--- config.mk ---
export PLATFORM = sky130hd
export DESIGN_NAME = apb_cmd_master
export DESIGN_NICKNAME = d
export VERILOG_FILES = /design/src/rtl/apb_cmd_master.sv
export SDC_FILE = /design/constraint.sdc
export NUM_CORES = 1
export LEC_CHECK = 0
export CORE_ASPECT_RATIO = 0.5
export CORE_MARGIN = 2
export CORE_UTILIZATION = 30
export DETAILED_ROUTE_END_ITERATION = 8
export GPL_TIMING_DRIVEN = 1
export PLACE_DENSITY = 0.68
export SETUP_SLACK_MARGIN = 0.4
export SLEW_MARGIN = 15
export SYNTH_ARGS = -nofsm -noshare
export SYNTH_HDL_FRONTEND = slang
export SYNTH_SLANG_ARGS = --single-unit
export TNS_END_PERCENT = 1
--- constraint.sdc ---
create_clock -name clk -period 2.8 [get_ports clk]
set_input_delay 0.56 -clock clk [delete_from_list [all_inputs] [get_ports clk]]
set_output_delay 0.56 -clock clk [all_outputs]
set_load 0.05 [all_outputs]
--- src/rtl/apb_cmd_master.sv ---
// APB3 requester: converts a valid/ready command stream into single APB transfers
// and returns each completion (or wait-state timeout) as a valid/ready response.
module apb_cmd_master #(
  parameter int ADDR_W  = 8,
  parameter int DATA_W  = 32,
  parameter int TIMEOUT = 16
) (
  input  logic              clk,
  input  logic              reset,
  input  logic              cmd_valid,
  output logic              cmd_ready,
  input  logic              cmd_write,
  input  logic [ADDR_W-1:0] cmd_addr,
  input  logic [DATA_W-1:0] cmd_wdata,
  output logic              rsp_valid,
  input  logic              rsp_ready,
  output logic [DATA_W-1:0] rsp_rdata,
  output logic              rsp_err,
  output logic              rsp_timeout,
  output logic [ADDR_W-1:0] paddr,
  output logic              psel,
  output logic              penable,
  output logic              pwrite,
  output logic [DATA_W-1:0] pwdata,
  input  logic [DATA_W-1:0] prdata,
  input  logic              pready,
  input  logic              pslverr
);

  localparam int CNT_W = $clog2(TIMEOUT + 1);
  localparam logic [CNT_W-1:0] LAST_WAIT = CNT_W'(TIMEOUT - 1);

  typedef enum logic [1:0] {IDLE, SETUP, ACCESS, RESP} state_t;

  state_t           state;
  logic [CNT_W-1:0] wait_cnt;
  logic             run;

  // Reset release is retimed through one flop so no command is taken on the
  // first edge after reset drops.
  always_ff @(posedge clk or posedge reset) begin
    if (reset) run <= 1'b0;
    else       run <= 1'b1;
  end

  // Transfer sequencer; every output is a flop updated alongside the state.
  always_ff @(posedge clk or posedge reset) begin
    if (reset) begin
      state       <= IDLE;
      wait_cnt    <= '0;
      cmd_ready   <= 1'b1;
      rsp_valid   <= 1'b0;
      rsp_rdata   <= '0;
      rsp_err     <= 1'b0;
      rsp_timeout <= 1'b0;
      psel        <= 1'b0;
      penable     <= 1'b0;
      pwrite      <= 1'b0;
      paddr       <= '0;
      pwdata      <= '0;
    end else begin
      case (state)
        IDLE: begin
          if (cmd_valid && cmd_ready && run) begin
            paddr     <= cmd_addr;
            pwrite    <= cmd_write;
            pwdata    <= cmd_wdata;
            psel      <= 1'b1;
            cmd_ready <= 1'b0;
            state     <= SETUP;
          end
        end
        SETUP: begin
          penable <= 1'b1;
          state   <= ACCESS;
        end
        ACCESS: begin
          // A ready on the final allowed cycle still completes normally.
          if (pready) begin
            rsp_rdata   <= (pwrite || pslverr) ? '0 : prdata;
            rsp_err     <= pslverr;
            rsp_timeout <= 1'b0;
            rsp_valid   <= 1'b1;
            psel        <= 1'b0;
            penable     <= 1'b0;
            state       <= RESP;
          end else if (wait_cnt == LAST_WAIT) begin
            rsp_rdata   <= '0;
            rsp_err     <= 1'b1;
            rsp_timeout <= 1'b1;
            rsp_valid   <= 1'b1;
            psel        <= 1'b0;
            penable     <= 1'b0;
            wait_cnt    <= wait_cnt + 1'b1;
            state       <= RESP;
          end else begin
            wait_cnt <= wait_cnt + 1'b1;
          end
        end
        RESP: begin
          if (rsp_ready) begin
            rsp_valid <= 1'b0;
            cmd_ready <= 1'b1;
            wait_cnt  <= '0;
            state     <= IDLE;
          end
        end
        default: state <= IDLE;
      endcase
    end
  end

endmodule

==> impl_results.md <==
* Worst setup EP type: primary output
* Die Span X at 155 um
* CP max FO at 5
* HPWL Detailed at 6720 um
* Post-Syn Nets at 320
* DR WL/cell at 16.4 um
* RSZ-0062 raised after global routing: false
* Worst path cell trace: clkdlybuf4s50_1
* CP peak stage delay at 0.82 ns
* Vias per cell at 4.61
* Global-route wire length before repair at 14100 um
* Number of global-route vias before repair at 2550
* Filler instances at 956
* CTS tree: done
* CTS hold repair buffers at 0
* I/O pin cnt at 158
* CTS buffer count at 9
* WP buf/inv at 1
* Reg-to-reg endpoint: state[1]$_DFFE_PP0P_
* Site Rows at 27
* Remaining antenna violation count at 0
* Clk root buf: clkbuf_16
* Largest delay share family, worst path: buffers and inverters
* Main area contributors after synthesis: dfrtp_1 (63%), mux2_2 (14%), a22o_1 (8.5%)
* Category of the worst setup path launch point: register
* Run status: completed
* # port buffers at 157
* Crit Path Category: reg2out
* Die area at 12300 um^2
* P&R area growth vs syn at 61.0%
* Tot GR Track Use at 0.150
* Worst setup endpoint: cmd_ready
* # Post-CTS Setup Buffers at 0
* Final WS setup at 0.517 ns
* Yosys reg bits at 87
* Share of layout cells above drive strength 1 at 0.180
* # resized after CTS at 0
* Core area at 11000 um^2
* Worst setup path start: cmd_ready$_DFFE_PP1P_
* VDD IR max at 0.000211 V
* R2r worst-path depth at 6
* Yosys top cell area share at 0.630
* Cell taking the most area after synthesis: dfrtp_1
* DR DRC count at 0
* Worst-Margin Slew at 0.679 ns
* Clock Latency Late Sink at 0.33 ns
* Setup Viol. Count Final at 0
* Min cycle time layout at 2.28 ns
* Mapped Cells at 235
* Area after DPL at 5190 um^2
* DR vias at 2516
* Initial DRT Pass Iterations at 4
* Crit path DAT at 1.72 ns
* # clock sinks at 87
* Final hold violation count at 0
* Maxcap violations at 0
* Slew headroom at 0.546
* Pwr dens at 483 nW/um^2
* Static leakage at 2.51 nW
* Reg2reg start: wait_cnt[0]$_DFFE_PP0P_
* Longest Clk Path Bufs at 2
* Die Y at 79.5 um
* Synthesized area per cell at 14.5 um^2
* Hold Crit Start: rsp_rdata[17]$_DFFE_PP0P_
* Gpl congestion at 0.765
* Worst-path clk slew at 0.06 ns
* Initial core utilization at 0.309
* ANT cells at 0
* Worst slack at placement at 0.682 ns
* Achievable Freq at 438 MHz
* Grt ovf at 0
* Worst reg-to-reg setup slack at 0.88 ns
* Largest net degree at the start of global routing at 35
* Mapped Area at 3420 um^2
* CP Depth at 1
* Sequential share of the synthesized area at 0.637
* Period utilisation layout at 0.815
* Yosys warns at 0
* Most frequent cells in the layout: clkdlybuf4s50_1 (157), dfrtp_1 (86), mux2_2 (42), a22o_1 (33), clkbuf_16 (9)
* Nets at 481
* Fin area at 5500 um^2
* Initial antenna violation count at 0
* H-tree Lvls at 3
* Initial DRC Count at 83
* Clk_skew at 0.00814 ns
* Setup TNS at 0 ns
* Netlist cell types at 33
* CP required at 2.24 ns
* Final WL at 8930 um
* Hold Crit Class: reg2reg
* Slew Viols, Final at 0
* Most common cell after layout, fill and taps aside: clkdlybuf4s50_1
* Slowest-stage cell, CP: clkdlybuf4s50_1
-- logic make-up (layout without fill, tap and decap cells) --
group           Yosys count  count (layout)  synth area share
compound gates           50              50             0.118
fa+ha+maj                 6               6            0.0220
buf+inv                  21             187            0.0315
flops                    87              87             0.637
mux                      45              45             0.149
other cells               1               1           0.00110
simple gates             25              25            0.0417
-- cell type report --
cell class,instances,area [um^2],share of cell area
multi-input combinational,127,1140,0.207
clock buffer,12,267,0.0484
tap,145,181,0.0330
timing repair buffer,163,1650,0.301
inverter,8,33.8,0.00614
clock inverter,4,51.3,0.00932
sequential,87,2180,0.396
-- per-layer routing --
metal | global-route usage | share of wire
met1 | 0.188 | 0.43
met2 | 0.250 | 0.52
met3 | 0.0396 | 0.031
met4 | 0.0593 | 0.021
met5 | 0 | 0
-- synth_stat cells --
cell type  instances
nand2_1            5
mux2i_1            2
nor3_1             1
o21ai_0            4
buf_4              5
nand4_2            1
a2111oi_0          1
mux2_2            42
buf_2              8
nand3_1            2
a22o_1            33
a21oi_1            5
nor2_1             7
dfstp_2            1
o311ai_0           1
nor3_2             2
o21ai_2            1
nand2b_1           1
o31a_1             1
conb_1             1
nand4b_1           1
o21ai_1            1
ha_1               6
mux2_4             1
and2b_1            1
and2_4             1
a221o_1            2
nor2b_1            1
o41ai_1            1
dfrtp_1           86
and3_1             1
or3_1              1
inv_1              8
-- state kept, by name (all words and copies together) (netlist names) --
signal,flops
penable,1
psel,1
rsp_valid,1
rsp_rdata,32
paddr,8
rsp_timeout,1
pwrite,1
run,1
cmd_ready,1
pwdata,32
rsp_err,1
wait_cnt,5
state,2
-- metrics by stage --
step / instances / util / hold WS, ns / power (W)
3_5_place_dp: 530 / 0.469 / 0.491 / 0.00143
6_report: 546 / 0.498 / 0.501 / 0.00266
5_1_grt: 546 / 0.498 / 0.520 / 0.00276
3_3_place_gp: 530 / 0.469 / 0.487 / 0.00143
4_1_cts: 546 / 0.498 / 0.506 / 0.00269
2_1_floorplan: 235 / - / 0.477 / 0.00131
-- how the worst min path moves through the flow --
stage	endpoint	slack, ns	cells after the start
detailed placement	rsp_rdata[12]$_DFFE_PP0P_	0.49	1
floorplan	wait_cnt[0]$_DFFE_PP0P_	0.48	1
global route	rsp_rdata[15]$_DFFE_PP0P_	0.52	1
CTS	pwdata[3]$_DFFE_PP0P_	0.51	1
global placement	pwdata[29]$_DFFE_PP0P_	0.49	1
finish	rsp_rdata[17]$_DFFE_PP0P_	0.50	1
-- power breakdown --
part,leakage [nW],total [W],internal [W],switching (W)
Clock,0.155,0.00125,0.000766,0.000483
Combinational,1.16,0.000146,0.000102,0.0000440
Sequential,1.20,0.00126,0.00126,0.00000209
Total,2.51,0.00266,0.00213,0.000529
No activity file was read; power rests on OpenSTA's default activity.
